## config.mk

```make
export PLATFORM = sky130hd
export DESIGN_NAME = bcd_formatter
export DESIGN_NICKNAME = d
export VERILOG_FILES = /design/src/rtl/bcd_formatter.sv
export SDC_FILE = /design/constraint.sdc
export NUM_CORES = 1
export LEC_CHECK = 0
export ABC_AREA = 1
export CAP_MARGIN = 30
export CORE_ASPECT_RATIO = 1.2
export CORE_MARGIN = 2
export CORE_UTILIZATION = 37
export DETAILED_ROUTE_END_ITERATION = 10
export SLEW_MARGIN = 25
export SYNTH_ARGS = -nofsm -noshare
export SYNTH_HDL_FRONTEND = slang
export SYNTH_SLANG_ARGS = --single-unit
```

## constraint.sdc

```tcl
create_clock -name clk -period 1.66 [get_ports clk]
set_input_delay 0.332 -clock clk [delete_from_list [all_inputs] [get_ports clk]]
set_output_delay 0.332 -clock clk [all_outputs]
set_load 0.01 [all_outputs]
```

## src/rtl/bcd_formatter.sv

```systemverilog
// Binary-to-BCD display formatter.
// Converts a W-bit candidate to 8 decimal digits by shift-add-3, blanks leading zeros and
// packs the digits with a status nibble into the 36-bit word scanned by the display driver.
// The output word only changes in the single WRITE cycle, so partial results never show.
module bcd_formatter #(
  parameter int unsigned W = 27
) (
  input  logic         clk,
  input  logic         rst,
  input  logic         start,
  input  logic [W-1:0] value,
  input  logic         is_prime,
  output logic [35:0]  ram,
  output logic         busy,
  output logic         done
);

  typedef enum logic [1:0] {
    StIdle,
    StConv,
    StBlank,
    StWrite
  } state_e;

  localparam logic [4:0]  CntConvLast  = 5'(W - 1);
  localparam logic [4:0]  CntBlankLast = 5'd6;
  localparam logic [31:0] MaxDisplay   = 32'd99_999_999;
  localparam logic [35:0] RamReset     = 36'h0_FFFF_FFFF;

  state_e        state_q, state_d;
  logic [W-1:0]  shreg_q, shreg_d;
  logic [31:0]   bcd_q, bcd_d;
  logic [4:0]    cnt_q, cnt_d;
  logic          prime_q, prime_d;
  logic          ovf_q, ovf_d;
  logic          lead_q, lead_d;
  logic [35:0]   ram_q, ram_d;
  logic          busy_q, busy_d;
  logic          done_q, done_d;
  logic [1:0]    rst_sync_q;
  logic          run_en;
  logic [31:0]   bcd_adj;
  logic [2:0]    blank_idx;
  logic [3:0]    blank_nib;

  // Reset deassertion synchronizer; assertion stays asynchronous.
  always_ff @(posedge clk or negedge rst) begin
    if (!rst) begin
      rst_sync_q <= 2'b00;
    end else begin
      rst_sync_q <= {rst_sync_q[0], 1'b1};
    end
  end

  assign run_en = rst_sync_q[1];

  // Add 3 to every BCD nibble that is 5 or more before the next doubling.
  always_comb begin
    bcd_adj = bcd_q;
    for (int i = 0; i < 8; i++) begin
      if (bcd_q[4*i +: 4] >= 4'd5) begin
        bcd_adj[4*i +: 4] = bcd_q[4*i +: 4] + 4'd3;
      end
    end
  end

  // Blank scan walks digit 7 down to digit 1.
  assign blank_idx = 3'd7 - cnt_q[2:0];
  assign blank_nib = bcd_q[{blank_idx, 2'b00} +: 4];

  // Next-state and datapath control.
  always_comb begin
    state_d = state_q;
    shreg_d = shreg_q;
    bcd_d   = bcd_q;
    cnt_d   = cnt_q;
    prime_d = prime_q;
    ovf_d   = ovf_q;
    lead_d  = lead_q;
    ram_d   = ram_q;
    done_d  = 1'b0;
    // busy follows the state one edge later and drops together with the ram update.
    busy_d  = (state_q != StIdle) && (state_q != StWrite);

    unique case (state_q)
      StIdle: begin
        if (start && run_en) begin
          shreg_d = value;
          prime_d = is_prime;
          bcd_d   = '0;
          cnt_d   = '0;
          ovf_d   = ({{(32 - W){1'b0}}, value} > MaxDisplay);
          lead_d  = 1'b1;
          state_d = StConv;
        end
      end

      StConv: begin
        bcd_d   = {bcd_adj[30:0], shreg_q[W-1]};
        shreg_d = {shreg_q[W-2:0], 1'b0};
        if (cnt_q == CntConvLast) begin
          cnt_d   = '0;
          state_d = StBlank;
        end else begin
          cnt_d = cnt_q + 5'd1;
        end
      end

      StBlank: begin
        // Leading zeros become 0xF until the first nonzero digit is seen.
        if (lead_q && (blank_nib == 4'h0)) begin
          bcd_d[{blank_idx, 2'b00} +: 4] = 4'hF;
        end else begin
          lead_d = 1'b0;
        end
        if (cnt_q == CntBlankLast) begin
          cnt_d   = '0;
          state_d = StWrite;
        end else begin
          cnt_d = cnt_q + 5'd1;
        end
      end

      StWrite: begin
        ram_d   = {prime_q, 1'b1, ovf_q, 1'b0, (ovf_q ? 32'hCCCC_CCCC : bcd_q)};
        done_d  = 1'b1;
        state_d = StIdle;
      end

      default: begin
        state_d = StIdle;
      end
    endcase
  end

  // State and datapath registers; reset discards any conversion in progress.
  always_ff @(posedge clk or negedge rst) begin
    if (!rst) begin
      state_q <= StIdle;
      shreg_q <= '0;
      bcd_q   <= '0;
      cnt_q   <= '0;
      prime_q <= 1'b0;
      ovf_q   <= 1'b0;
      lead_q  <= 1'b0;
      ram_q   <= RamReset;
      busy_q  <= 1'b0;
      done_q  <= 1'b0;
    end else begin
      state_q <= state_d;
      shreg_q <= shreg_d;
      bcd_q   <= bcd_d;
      cnt_q   <= cnt_d;
      prime_q <= prime_d;
      ovf_q   <= ovf_d;
      lead_q  <= lead_d;
      ram_q   <= ram_d;
      busy_q  <= busy_d;
      done_q  <= done_d;
    end
  end

  assign ram  = ram_q;
  assign busy = busy_q;
  assign done = done_q;

endmodule
```

# [Word level (Yosys, flattened, before mapping)]
# Index checks and enable logic that the tools add are counted.
[word_totals] wordCells=87 out_inout_bits=38 register_bits=108 input_bits=31
[op_classes] muxes=27 n_eq_ne=11 n_lt_le_gt_ge=9 addsub=11 n_shift=3 n_reduce_logical=15
[op_table] op="two-way mux 32 bit" count=3
[op_table] op="case mux 32 bit (3 select lines)" count=1
[op_table] op="case mux 27 bit (2 select lines)" count=1
[op_table] op="bitwise mux 32 bit" count=1
[op_table] op=">= comparator 4 x 3 -> 1 bit (second input constant)" count=8
[op_table] op="variable shift 4 x 7 -> 32 bit (first input constant)" count=1
[op_table] op="variable part select 32 x 6 -> 4 bit" count=1
[op_table] op="variable part select 4 x 7 -> 32 bit (first input constant)" count=1
[op_table] op="adder 4 x 2 -> 4 bit (second input constant)" count=7
[op_table] op="two-way mux 4 bit" count=7
[op_table] op="> comparator 27 bit (second input constant)" count=1
[op_table] op="two-way mux 27 bit" count=1
[op_table] op="two-way mux 5 bit" count=3
[op_table] op="case mux 5 bit (3 select lines)" count=1
[op_table] op="!= test 2 bit (second input constant)" count=6
[op_table] op="AND reduction 3 bit" count=3
[op_table] op="case mux 2 bit (4 select lines)" count=1
[op_table] op="negator 5 -> 7 bit" count=1
[op_table] op="two-way mux 2 bit" count=3
[op_table] op="AND reduction 2 bit" count=3
[op_table] op="nonzero test 2 bit" count=3
[op_table] op="adder 5 x 1 -> 5 bit (second input constant)" count=1
[op_table] op="equality test 5 x 3 -> 1 bit (second input constant)" count=1
[op_table] op="equality test 5 bit (second input constant)" count=1
[op_table] op="other kinds (11)" count=16

# [Longest topological paths before layout]
[depth] depth_word=6 depth_mapped=12 depth_no_buf=11

# [Least setup slack after synthesis]
# No wires, ideal clock.
[synth_timing] path_kind="register to register" start="reg cnt_q[1]" end="reg bcd_q[19]" required_ns=1.595 setup_slack_ns=0.021 path_buffers=0 path_stages_with_launch=9 t_arrival_ns=1.575 synth_period_minus_slack_ns=1.639 cell_sequence="dfrtp_1 -> ha_1 -> ha_1 -> nand2_1 -> nor3_1 -> o21ai_0 -> o21ai_0 -> nand3_1 -> nand2_1"
[synth_between] elab_chain_len=6
[synth_rtl] element="start, declared" line="33" source="logic [4:0] cnt_q, cnt_d;"
[synth_rtl] element="start signal, assigned" line="153" source="cnt_q <= cnt_d;"
[synth_rtl] element="subtractor 3 bit (*)" line="68" source="assign blank_idx = 3'd7 - cnt_q[2:0];"
[synth_rtl] element="negator 5 -> 7 bit or variable part select 32 x 6 -> 4 bit (tied branches)" line="112, 69"
[synth_rtl] element="variable part select 4 x 7 -> 32 bit (tied with other cells)" line="112" source="bcd_d[{blank_idx, 2'b00} +: 4] = 4'hF;"
[synth_rtl] element="bitwise mux 32 bit or logical AND 1 bit (tied branches)" line="112, 111"
[synth_rtl] element="two-way mux 32 bit or != test 2 bit (tied branches)"
[synth_rtl] element="case mux 32 bit (3 select lines) or AND reduction 3 bit (tied branches)"
[synth_rtl] element="end signal, assigned" line="141" source="bcd_q <= '0;"
[synth_rtl] element="end signal, assigned" line="152" source="bcd_q <= bcd_d;"
[synth_rtl] element="end, declared" line="32" source="logic [31:0] bcd_q, bcd_d;"
# Mark *: on every way between the ends. The rest lies on a longest branch, timed or not. The select of a mux whose other input is x is not followed.
# A chain may end at the register's enable or synchronous reset.

# [Final worst setup path]
[layout_timing] start="reg cnt_q[0]" end="reg bcd_q[31]"
# The elaborated chain is that of the path after synthesis.

==> results.cfg <==
[run_status]
outcome = finished with violations
violations = negative setup slack

[worst_setup_path]
crit_arrival_ns = 2.04
timing.rr.end = bcd_q[31]
crit_top_cell = nand2_1
path_cells = ha_4 > ha_4 > buf_6 > nor3_4 > nand2_1 > inv_2 > o21ai_0 > a21oi_1 > nand2_1 > nand2_1
criticalPathCategory = reg2reg
cp.buffers_inverters = 2
critical_path.top_delay_family = flip-flops
critPathCaptureType = register
critPathMaxFanout = 4
reg2reg_depth = 10
startpoint_type = register
worst-endpoint-required_ns = 1.95
r2r_slack_ns = -0.09
r2r_start = cnt_q[0]
cp_slowest_cell = dfrtp_2
slowest_delay_ns = 0.45

[floorplanning]
die_y_um = 144.7
fp.dieArea_um2 = 17540
coreArea_um2 = 16210
die_w_um = 121.2
num_io_pins = 69
start_util_pct = 37.64
num_rows = 51

[yosys]
yosysUniqueCellTypes = 35
synth_top_family_by_area = simple AND/OR/NAND/NOR gates
synth-simple-area-share_pct = 28.47
syn_nets = 868
yosys.area_share.adder_pct = 4.922
synth-seq-cells = 108
synth_xor_area_share_pct = 0.4307
seq_area_frac_synth_pct = 44.95
synth-compound-area-share_pct = 13.56
synth_cells = 813
postSynthAreaPerCell_um2 = 7.504
synth_area_um2 = 6101
synth_warnings = 0
synthMuxAreaShare_pct = 0

[timing]
skew_ns = 0.008399
max_freq_mhz = 573.0
grt_setup_unrepaired = yes
fin_crit_ns = 1.745
hold_viol_final = 0
finalSetupViolations = 23
period_share_pct = 105.1
setup_tns_ns = -0.4886
final_max_slew_viol_count = 0
worst_slack_ns = -0.08535

[grt]
grt_usage_pct = 19.56
grt.overflow.total = 0
grt_pass1_vias = 5624
grt_pass1_wl_um = 27200
antenna_found_initial = 0
grt_max_degree = 36

[routing]
drc = 0
drtAntennaViolNets = 0
wirelength_um = 16430
avgViaCountPerCell = 4.930
avgRoutedWirePerCell_um = 13.87
drt_iter0_drc = 348
drtPass1Iterations = 5
vias = 5842

[place]
placed_cells = 1154
hpwl_um = 11670
place.gp.congestion = 0.8408
io_buffers = 67

[pwr]
p_leak_nw = 3.988
clkPwrFrac_pct = 17.7
p_sw_share_pct = 39.82
vdd_drop_max_uv = 736.3
switching_power_mw = 5.268
internal-power_mw = 7.962
combPwrFrac_pct = 51.7
seqPwrFrac_pct = 30.6
power_density_nw_per_um2 = 1563

[finish]
final_cells = 1185
final_util_pct = 52.23
fin_nets = 1023
layout_commonest_cell = nand2_1
antenna_cells = 0
num-fill-cells = 1585
final_layout_size_suffix_gt1_share_pct = 24.36
area_growth_pct = 38.76
layout_common_cells = nand2_1, buf_4, dfrtp_1, nor2_1, o21ai_0

[cts]
clk_pin_slew_ns = 0.07
cts_tree = built
cts_sinks = 108
htreeDepth = 3
root_buffer = clkbuf_16
cts_buffer_depth = 2
cts_inserted_buffers = 9
clk_latency_ns = 0.36

[run]
maxCapViolations = 0

[hold_path]
hold_end = rst_sync_q[1]
hp-class = reg2reg
holdPathStages = 0
min_from = rst_sync_q[0]
-- cells by family after synthesis --
logic type	count (synthesis)
adder cells (fa/ha/maj)	24
flip-flops	108
AND/OR/NAND/NOR	417
other	2
buffers and inverters	108
AO/OA/AOI/OAI	151
XOR/XNOR	3
-- through the flow --
| step | setup slack (ns) | hold WS, ns | power, mW | cell area [um^2] |
|---|---|---|---|---|
| after floorplan | 0.02050 | 0.03641 | 7.362 | 6101 |
| after global placement | -0.1660 | 0.3340 | 10.11 | 7705 |
| after detailed placement | -0.2028 | 0.3322 | 10.19 | 7705 |
| after CTS | -0.04119 | 0.3639 | 12.99 | 8243 |
| after global routing | -0.1884 | 0.3769 | 14.20 | 8466 |
| final | -0.08535 | 0.3599 | 13.23 | 8466 |
-- final cells by class --
cell class	instances	area (um^2)	share of cell area, %
multi-input combinational	597	3149	37.20
sequential	108	2748	32.46
timing repair buffer	178	1699	20.07
inverter	74	284.0	3.355
tap	212	265.3	3.133
clock buffer	12	246.5	2.912
clock inverter	4	73.82	0.8720
-- power groups by stage --
stage | registers, mW | logic, mW | clock network, mW
finish | 4.04 | 6.84 | 2.35
global route | 4.15 | 7.54 | 2.52
floorplan | 4.16 | 3.21 | 0
detailed placement | 4.08 | 6.11 | 0
global placement | 4.05 | 6.06 | 0
CTS | 4.03 | 6.54 | 2.42
-- flip-flops by register name, indices dropped and copies added, names as in the netlist, 2 cells and up --
name,count
state_q,2
cnt_q,5
rst_sync_q,2
bcd_q,32
shreg_q,27
ram,35
-- cells in the mapped netlist, drive strengths merged --
cell type  number  area [um^2]
o2111ai         1        8.760
dfrtp          76         1902
o311ai          1        8.760
nor3            9        45.04
a21o            1        7.510
nand4          11        68.82
o211ai          9        67.56
o21ai          85        429.2
nand3          68        340.3
nor2           79        314.0
xor2            3        26.28
a31oi          19        118.9
clkbuf         17        65.06
dfstp          32        840.8
nand2         246        943.4
or2             4        25.02
o31ai           2        15.01
ha             24        300.3
conb            2        7.510
buf            17        117.6
a21oi          31        158.9
inv            74        277.8
o22ai           2        12.51
-- how the worst max path moves through the flow --
stage	start	endpoint	slack (ns)	depth (start not counted)
finish	cnt_q[0]	bcd_q[31]	-0.09	10
floorplan	cnt_q[1]	bcd_q[19]	0.02	8
CTS	cnt_q[0]	bcd_q[12]	-0.04	13
global route	cnt_q[0]	bcd_q[16]	-0.19	10
detailed placement	cnt_q[0]	bcd_q[27]	-0.20	10
global placement	cnt_q[0]	bcd_q[27]	-0.17	10
-- routing by layer --
metal / track usage (%) / part of all wire (%) / vias to the layer above
li1: - / - / 2977
met3: 2.194 / 3.0 / 15
met2: 34.86 / 50 / 97
met5: 0 / 0 / -
met4: 6.957 / 1.7 / 0
met1: 24.53 / 45 / 2753
-- repair_timing --
item	in CTS	in global routing
endpoints found under the setup margin	71	58
hold endpoints to repair	13	0
gates resized for setup	77	61
cloned	1	1
pin swaps	13	31
buffers inserted	7	5
hold buffers	1	0
Power figures use the tool's default switching activity.
